===== src/rtl/sid_sched_pkg.sv =====
// Shared types and frame-length helpers for the SID pipeline scheduler.
// Pure declarations; no timing or flow control.
package sid_sched_pkg;

    typedef logic [4:0] sched_cycle_t;

    localparam int SID_MAX = 4;

    // Last voice-pipeline cycle of a phi2 frame for n time-multiplexed SIDs.
    function automatic int vlast(input int n);
        return 6 + 6 * n;
    endfunction

    // Last filter-pipeline cycle for n SIDs with fw filter cycles per SID window.
    function automatic int flast(input int n, input int fw);
        return fw * n + 4;
    endfunction

endpackage


===== src/rtl/sid_sched_cnt.sv =====
// Voice/filter pipeline cycle counters, stall decode and sticky overrun; counts are registered, outputs follow the registers combinationally.
// No backpressure: phi2 falling edges always restart the voice pipeline.
module sid_sched_cnt
    import sid_sched_pkg::*;
#(
    parameter int NUM_SID = 2,
    parameter int FW      = 5
) (
    input  logic         clk,
    input  logic         rst,
    input  logic         phi2,
    output sched_cycle_t voice_cycle,
    output sched_cycle_t filter_cycle,
    output logic         overrun
);

    localparam sched_cycle_t VLAST = sched_cycle_t'(vlast(NUM_SID));
    localparam sched_cycle_t FLAST = sched_cycle_t'(flast(NUM_SID, FW));

    logic         phi2_prev_q;
    sched_cycle_t vcnt_q, vcnt_d;
    sched_cycle_t fcnt_q, fcnt_d;
    logic         overrun_q, overrun_d;
    logic         stall;
    logic         fall;

    // Voice holds for two cycles inside each SID window except the last, letting filters catch up.
    always_comb begin
        stall = 1'b0;
        for (int k = 0; k < NUM_SID - 1; k++) begin
            if (fcnt_q == sched_cycle_t'(FW * k + 4) || fcnt_q == sched_cycle_t'(FW * k + 5)) begin
                stall = 1'b1;
            end
        end
    end

    assign fall         = phi2_prev_q & ~phi2;
    assign voice_cycle  = stall ? '0 : vcnt_q;
    assign filter_cycle = fcnt_q;
    assign overrun      = overrun_q;

    always_comb begin
        vcnt_d    = vcnt_q;
        overrun_d = overrun_q;
        if (fall) begin
            vcnt_d = 5'd1;
            if (vcnt_q != '0) begin
                overrun_d = 1'b1;
            end
        end else if (vcnt_q == VLAST) begin
            vcnt_d = '0;
        end else if (vcnt_q != '0 && !stall) begin
            vcnt_d = vcnt_q + 5'd1;
        end

        fcnt_d = fcnt_q;
        if (fcnt_q == FLAST) begin
            fcnt_d = '0;
        end else if (fcnt_q != '0) begin
            fcnt_d = fcnt_q + 5'd1;
        end else if (voice_cycle == 5'd6) begin
            fcnt_d = 5'd1;
        end
    end

    always_ff @(posedge clk) begin
        if (rst) begin
            phi2_prev_q <= 1'b0;
            vcnt_q      <= '0;
            fcnt_q      <= '0;
            overrun_q   <= 1'b0;
        end else begin
            phi2_prev_q <= phi2;
            vcnt_q      <= vcnt_d;
            fcnt_q      <= fcnt_d;
            overrun_q   <= overrun_d;
        end
    end

endmodule


===== src/rtl/sid_sched.sv =====
// SID pipeline scheduler: cycle numbering, OSC3/ENV3 capture and readback, audio frame assembly (audio_o/audio_valid one clk after the last slot).
// No backpressure: audio_valid is a single-cycle pulse that downstream must accept.
module sid_sched
    import sid_sched_pkg::*;
#(
    parameter int NUM_SID   = 2,
    parameter int FW        = 5,
    parameter int TICK_BITS = 10
) (
    input  logic                  clk,
    input  logic                  rst,
    input  logic                  phi2,
    input  logic [NUM_SID-1:0]    sid_cs,
    input  logic [11:0]           wav,
    input  logic [7:0]            env,
    input  logic [19:0]           filter_o,
    output logic [4:0]            voice_cycle,
    output logic [4:0]            filter_cycle,
    output logic                  tick_ms,
    output logic [7:0]            osc3_o,
    output logic [7:0]            env3_o,
    output logic [24*NUM_SID-1:0] audio_o,
    output logic                  audio_valid,
    output logic                  overrun
);

    if (NUM_SID < 1 || NUM_SID > SID_MAX) begin : g_bad_num_sid
        $error("sid_sched: NUM_SID out of range");
    end

    localparam sched_cycle_t LAST_SLOT = sched_cycle_t'(9 + FW * (NUM_SID - 1));

    sched_cycle_t voice_cyc, filter_cyc;

    sid_sched_cnt #(
        .NUM_SID (NUM_SID),
        .FW      (FW)
    ) u_cnt (
        .clk          (clk),
        .rst          (rst),
        .phi2         (phi2),
        .voice_cycle  (voice_cyc),
        .filter_cycle (filter_cyc),
        .overrun      (overrun)
    );

    assign voice_cycle  = voice_cyc;
    assign filter_cycle = filter_cyc;

    logic [TICK_BITS-1:0] tick_q;

    assign tick_ms = (voice_cyc == 5'd1) & (&tick_q);

    always_ff @(posedge clk) begin
        if (rst) begin
            tick_q <= '0;
        end else if (voice_cyc == 5'd1) begin
            tick_q <= tick_q + 1'b1;
        end
    end

    logic [7:0] osc3_q [NUM_SID];
    logic [7:0] env3_q [NUM_SID];
    logic       wav_unused;

    assign wav_unused = ^wav[3:0];

    always_ff @(posedge clk) begin
        if (rst) begin
            for (int k = 0; k < NUM_SID; k++) begin
                osc3_q[k] <= '0;
                env3_q[k] <= '0;
            end
        end else begin
            for (int k = 0; k < NUM_SID; k++) begin
                if (voice_cyc == sched_cycle_t'(8 + 3 * k)) begin
                    osc3_q[k] <= wav[11:4];
                    env3_q[k] <= env;
                end
            end
        end
    end

    // Descending scan so the lowest selected SID is the final assignment.
    always_comb begin
        osc3_o = osc3_q[0];
        env3_o = env3_q[0];
        for (int k = NUM_SID - 1; k >= 0; k--) begin
            if (sid_cs[k]) begin
                osc3_o = osc3_q[k];
                env3_o = env3_q[k];
            end
        end
    end

    logic [23:0]            stage_q [NUM_SID];
    logic [24*NUM_SID-1:0]  frame;
    logic [24*NUM_SID-1:0]  audio_q;
    logic                   valid_q;

    // The last slot bypasses staging so the whole frame lands in audio_q on one edge.
    always_comb begin
        frame = '0;
        for (int k = 0; k < NUM_SID; k++) begin
            frame[24*(NUM_SID-1-k) +: 24] = (k == NUM_SID - 1) ? {filter_o, 4'h0} : stage_q[k];
        end
    end

    always_ff @(posedge clk) begin
        if (rst) begin
            for (int k = 0; k < NUM_SID; k++) begin
                stage_q[k] <= '0;
            end
            audio_q <= '0;
            valid_q <= 1'b0;
        end else begin
            valid_q <= 1'b0;
            for (int k = 0; k < NUM_SID; k++) begin
                if (filter_cyc == sched_cycle_t'(9 + FW * k)) begin
                    stage_q[k] <= {filter_o, 4'h0};
                end
            end
            if (filter_cyc == LAST_SLOT) begin
                audio_q <= frame;
                valid_q <= 1'b1;
            end
        end
    end

    assign audio_o     = audio_q;
    assign audio_valid = valid_q;

endmodule


===== config.mk =====
export PLATFORM = sky130hd
export DESIGN_NAME = sid_sched
export DESIGN_NICKNAME = d
export VERILOG_FILES = /design/src/rtl/sid_sched_pkg.sv /design/src/rtl/sid_sched_cnt.sv /design/src/rtl/sid_sched.sv
export SDC_FILE = /design/constraint.sdc
export NUM_CORES = 1
export LEC_CHECK = 0
export BUFFER_PORTS_ARGS = -buffer_cell sky130_fd_sc_hd__buf_2
export CORE_UTILIZATION = 48
export DETAILED_ROUTE_END_ITERATION = 8
export PLACE_DENSITY_LB_ADDON = 0.05
export SLEW_MARGIN = 40
export SYNTH_ARGS = -nofsm -noshare
export SYNTH_HDL_FRONTEND = slang
export SYNTH_SLANG_ARGS = --single-unit

===== constraint.sdc =====
create_clock -name clk -period 2.8 [get_ports clk]
set_input_delay 0.28 -clock clk [delete_from_list [all_inputs] [get_ports clk]]
set_output_delay 0.28 -clock clk [all_outputs]
set_load 0.02 [all_outputs]

==> impl_metrics.toml, run 1 <==
[worst_setup_path]
critPathBufInv = 1
cpMaxStageDelayCell = "dfxtp_1"
cp-start-kind = "flop"
critPathTopFamily = "simple AND/OR/NAND/NOR gates"
ff2ff_path_depth = 5
end_kind = "primary output"
arrival_ps = 2280
crit_chain = "or3b_4, or2_0, and2_1, buf_2"
path_class = "flop to primary output"
required_ps = 2520
max_stage_delay_ps = 530
path_depth = 4
path_max_fanout = 12

[timing]
drv_slew = 0
rsz0062_at_grt = "false"
fin_hold_ws_ps = 26.4
setup-tns-final_ps = 0
finalHoldViolations = 0
fin_crit_ps = 2560
worst_pin_slew_ps = 717
finalSetupViolCount = 0
fin_skew_ps = 9.02
fin_crit_sh_pct = 91.5
fmax_mhz = 391
final.setup.worst_slack_ps = 239
relSlewSlack_pct = 52.2

[routing]
dr.first_iter.drc_count = 93
vias = 3488
detail_route.wl_per_cell_um = 13.6
drc = 0
routed_wl_um = 9450
ant_nets = 0
firstDrtPassIters = 4
vias_per_cell = 5.03

[synthesis]
synth-edff-count = 52
synth_top_area_share_pct = 33.0
yosysTopAreaCell = "edfxtp_1"
syn_area_mm2 = 0.00473
ys_ff_latch = 115
synthArstFlopShare_pct = 0
syn_avg_cell_area_um2 = 10.7
synth_ff_type = "dfxtp_1"
synth_cells = 443
synth_cell_type_count = 48
yosysWarnings = 0
ys_top_cells_by_area = "edfxtp_1, dfxtp_1, nand2_1"
synth_seq_area_share_pct = 59.7

[place]
globalplace.congestion = 0.774
hpwl_um = 6190
port_buffers = 109
pre_cts_ws_ps = 384

[clock_tree]
cts_tree = "done"
cts-buffers-inserted = 17
cts.sink_count = 115
cts-root-buf = "clkbuf_8"
postCtsSetupBuffers = 0
cts_max_level = 4
cts_buffer_depth = 2
clkTransAtPathRegs_ps = 60
clk_latency_ps = 500

[cells_and_area]
nFillCells = 819
nets = 605
final-seq-area_mm2 = 0.00282
fin_util_pct = 64.2
final_common_cell = "buf_2"
syn_to_final_growth_pct = 27.4
antenna_cells = 0
drive_gt1_share_pct = 29.7
final_cell_mix = "buf_2, nand2_1, dfxtp_1"
multi_input_area_mm2 = 0.00174

[power_and_ir_drop]
p_leak_nw = 2.49
p_sw_mw = 1.03
p_per_area_mw_per_mm2 = 750
irDropWorstVdd_uv = 433
clkPwrFrac_pct = 49.3
p_sw_share_pct = 22.8
p_comb_share_pct = 9.5
seqPwrFrac_pct = 41.2
internal_power_mw = 3.49

[floorplanning]
ios = 122
fp.dieH_um = 101
start_util_pct = 50.4
core_mm2 = 0.00937
num_rows = 35
die_area_mm2 = 0.0102
fp.dieW_um = 101

[grt]
grt_pass1_wl_um = 15200
grt_max_degree = 37
antenna_found_initial = 0
grt-ovfl-total = 0
grt_pass1_vias = 3296
grt.total_usage_pct = 19.5

[worst_hold_path]
hold_path.class = "primary input to flop"
hold_depth = 3

[status]
outcome = "completed"

[run]
cap_violations = 0
==> state kept, by name (all words and copies together), names as in the netlist, 5 cells and up <==
| register | cells |
|---|---|
| audio_o | 40 |
| env3_q | 16 |
| osc3_q | 16 |
| stage_q | 20 |
| tick_q | 10 |
| u_cnt.filter_cycle | 5 |
| u_cnt.vcnt_q | 5 |
==> final timing paths <==
path,start,endpoint,slack (ps)
hold / removal,filter_o[12],audio_o[16]$_SDFFE_PP0N_,30
hold reg to reg,audio_o[43]$_SDFFE_PP0N_,audio_o[43]$_SDFFE_PP0N_,450
setup reg to reg,u_cnt.filter_cycle[0]$_SDFFE_PP0P_,env3_q[0][6]$_DFFE_PP_,390
setup / recovery,u_cnt.filter_cycle[2]$_SDFFE_PP0P_,voice_cycle[1],240
==> worst reg2reg max path: cells and delay by family (launching register included) <==
kind                       cells  cell delay (ps)
buffers and inverters          1              100
and+or+nand+nor                2              530
DFF                            1              450
AOI/OAI and AO/OA              1              720
adders and majority gates      1              230
==> synth_stat cells, types with 2 or more instances <==
master / n
and2_1: 43
clkbuf_1: 20
buf_1: 2
xnor2_1: 3
nand2b_1: 2
buf_4: 8
or3_1: 3
nor3b_1: 2
a21oi_1: 50
o21ai_0: 4
ha_1: 8
o31ai_1: 6
edfxtp_1: 52
nand2_1: 86
o2111ai_1: 2
inv_1: 10
mux2_2: 16
or4_1: 6
nand3_1: 8
buf_2: 3
nor2b_1: 2
a31o_2: 3
nor2_1: 11
xor2_1: 6
mux2i_1: 2
dfxtp_1: 63
==> metal layers <==
metal | GRT usage (%) | routed length, um | up-vias
li1 | - | - | 1742
met1 | 23.1 | 4250 | 1610
met4 | 10.5 | 245 | 0
met3 | 5.04 | 524 | 19
met5 | 0 | 0 | -
met2 | 32.5 | 4430 | 117
==> layout make-up <==
type | count | share of cell area (%)
Timing Repair Buffer | 117 | 10.6
Multi-Input combinational cell | 291 | 29.0
Clock buffer | 22 | 7.71
Clock inverter | 10 | 2.54
Sequential cell | 115 | 46.9
Inverter | 10 | 0.624
Tap cell | 129 | 2.68
==> through the flow <==
stage               power, mW  instance area [um2]  cells
finish                   4.51                 6020    694
CTS                      4.54                 6010    694
detailed placement       2.30                 5360    659
floorplan                2.18                 4750    450
global route             4.67                 6020    694
global placement         2.29                 5360    659
==> what timing repair did <==
item,4_1_cts,5_1_grt
endpoints found under the setup margin,0,1
hold buffers,3,0
gates resized for setup,0,1
endpoints found under the hold margin,3,0
==> power by group through the flow <==
stage	registers (mW)	logic, mW	clock network (mW)
4_1_cts	1.86	0.417	2.27
3_3_place_gp	1.89	0.401	0
3_5_place_dp	1.89	0.412	0
6_report	1.86	0.430	2.22
2_1_floorplan	1.89	0.289	0
5_1_grt	1.87	0.471	2.33
==> kinds of logic (layout without fill, tap and decap cells) <==
family / Yosys count / after routing / synth area share, %
compound gates: 74 / 74 / 9.35
flops: 115 / 115 / 59.7
xor+xnor: 9 / 9 / 1.67
buf+inv: 44 / 159 / 4.37
fa+ha+maj: 8 / 8 / 2.12
mux: 18 / 18 / 4.24
simple gates: 174 / 174 / 18.5
other cells: 1 / 8 / 0.0794
(Power assumes the default switching activity.)
==> run 2: changes to the inputs <==
CORE_ASPECT_RATIO = 0.75   (was unset)
GPL_TIMING_DRIVEN = 0   (was unset)
TNS_END_PERCENT = 5   (was unset)
==> impl_metrics.toml, run 2 (synthesized netlist as in run 1, its figures left out) <==
[grt]
grt_pass1_vias = 3415
grt_pass1_wl_um = 16100
antenna_found_initial = 0
grt_max_degree = 21
grt-ovfl-total = 0
grt.total_usage_pct = 21.5

[timing]
finalSetupViolCount = 0
fmax_mhz = 385
fin_crit_sh_pct = 92.8
final.setup.worst_slack_ps = 200
setup-tns-final_ps = 0
fin_crit_ps = 2600
drv_slew = 0
relSlewSlack_pct = 47.8
fin_skew_ps = 10.4
rsz0062_at_grt = "false"
worst_pin_slew_ps = 784
finalHoldViolations = 0

[floorplanning]
ios = 122
num_rows = 30
fp.dieW_um = 117
die_area_mm2 = 0.0103
core_mm2 = 0.00931
start_util_pct = 50.8
fp.dieH_um = 87.9

[clock_tree]
cts.sink_count = 115
cts-buffers-inserted = 17
postCtsHoldBufs = 0
cts-root-buf = "clkbuf_16"
postCtsSetupBuffers = 0
cts_buffer_depth = 2
cts_max_level = 4
cts_resized = 0
cts_tree = "done"
clkTransAtPathRegs_ps = 50
clk_latency_ps = 400

[place]
pre_cts_ws_ps = 256
dpl_cell_area_mm2 = 0.00545
hpwl_um = 7310
dp_cells = 686
globalplace.congestion = 0.858
port_buffers = 108

[worst_setup_path]
path_class = "flop to primary output"
path_max_fanout = 10
cp-start-kind = "flop"
required_ps = 2520
end_kind = "primary output"
arrival_ps = 2320
crit_start = "u_cnt.filter_cycle[0]$_SDFFE_PP0P_"
rr_startpoint = "u_cnt.filter_cycle[0]$_SDFFE_PP0P_"

[cells_and_area]
final_cell_mix = "buf_2, nand2_1, dfxtp_1"
largest_register_ffs = 40
stdcell_area_mm2 = 0.00598
final_common_cell = "buf_2"
drive_gt1_share_pct = 28.5
layout.cells.non_filler = 718
syn_to_final_growth_pct = 26.5
antenna_cells = 0
nets = 630

[power_and_ir_drop]
seqPwrFrac_pct = 44.3
internal_power_mw = 3.20
p_per_area_mw_per_mm2 = 700
p_sw_share_pct = 23.6
p_sw_mw = 0.987
p_comb_share_pct = 10.3
clkPwrFrac_pct = 45.3
irDropWorstVdd_uv = 374
p_leak_nw = 2.47

[routing]
vias = 3618
vias_per_cell = 5.04
drc = 0
detail_route.wl_per_cell_um = 14.4
firstDrtPassIters = 4
ant_nets = 0
routed_wl_um = 10400
dr.first_iter.drc_count = 191

[status]
outcome = "completed"

[worst_hold_path]
hp-start = "phi2"
hold_path.class = "primary input to flop"

[run]
cap_violations = 0
-- run 2: routing by layer --
metal / part of all wire [%] / up-vias / GRT usage [%]
li1: - / 1789 / -
met4: 0.47 / 0 / 10.1
met3: 5.9 / 4 / 6.23
met5: 0 / - / 0
met2: 47 / 95 / 33.1
met1: 47 / 1730 / 28.0
-- run 2: stage by stage --
step	hold slack, ps	total power [mW]	utilization [%]
floorplan	416	2.18	-
global placement	439	2.30	58.6
detailed placement	445	2.31	58.6
CTS	101	4.21	64.2
global route	128	4.35	64.2
finish	115	4.18	64.2
-- run 2: area by class of cell --
| cell class | count | area, um2 |
|---|---|---|
| multi-input cells | 291 | 1730 |
| fillers | 808 | 3330 |
| repair buffers | 108 | 541 |
| well taps | 128 | 160 |
| clock buffers | 24 | 462 |
| flip-flops and latches | 115 | 2820 |
| inverters | 10 | 37.5 |
| plain buffers | 34 | 169 |
| clock inverters | 8 | 60.1 |
-- run 2: path summary, 6_finish.rpt --
| path | cells after the start | endpoint | slack, ps |
|---|---|---|---|
| min | 3 | u_cnt.phi2_prev_q$_SDFF_PP0_ | 110 |
| max reg2reg | 6 | osc3_q[0][3]$_DFFE_PP_ | 370 |
| min reg2reg | 2 | audio_o[29]$_SDFFE_PP0N_ | 450 |
| max | 7 | tick_ms | 200 |
-- run 2: critical path, cell delays in order, from the launching register on --
cell      delay [ps]
dfxtp_1          420
inv_1            100
ha_1             240
nor2_2           280
o211ai_2         240
buf_2            260
nor4_1           170
buf_2            210
-- run 2: power groups by stage --
| stage | Clock [mW] | Combinational, mW | Sequential (mW) |
|---|---|---|---|
| CTS | 1.93 | 0.426 | 1.85 |
| floorplan | 0 | 0.289 | 1.89 |
| global route | 2.02 | 0.478 | 1.86 |
| detailed placement | 0 | 0.425 | 1.89 |
| global placement | 0 | 0.412 | 1.89 |
| finish | 1.90 | 0.432 | 1.85 |
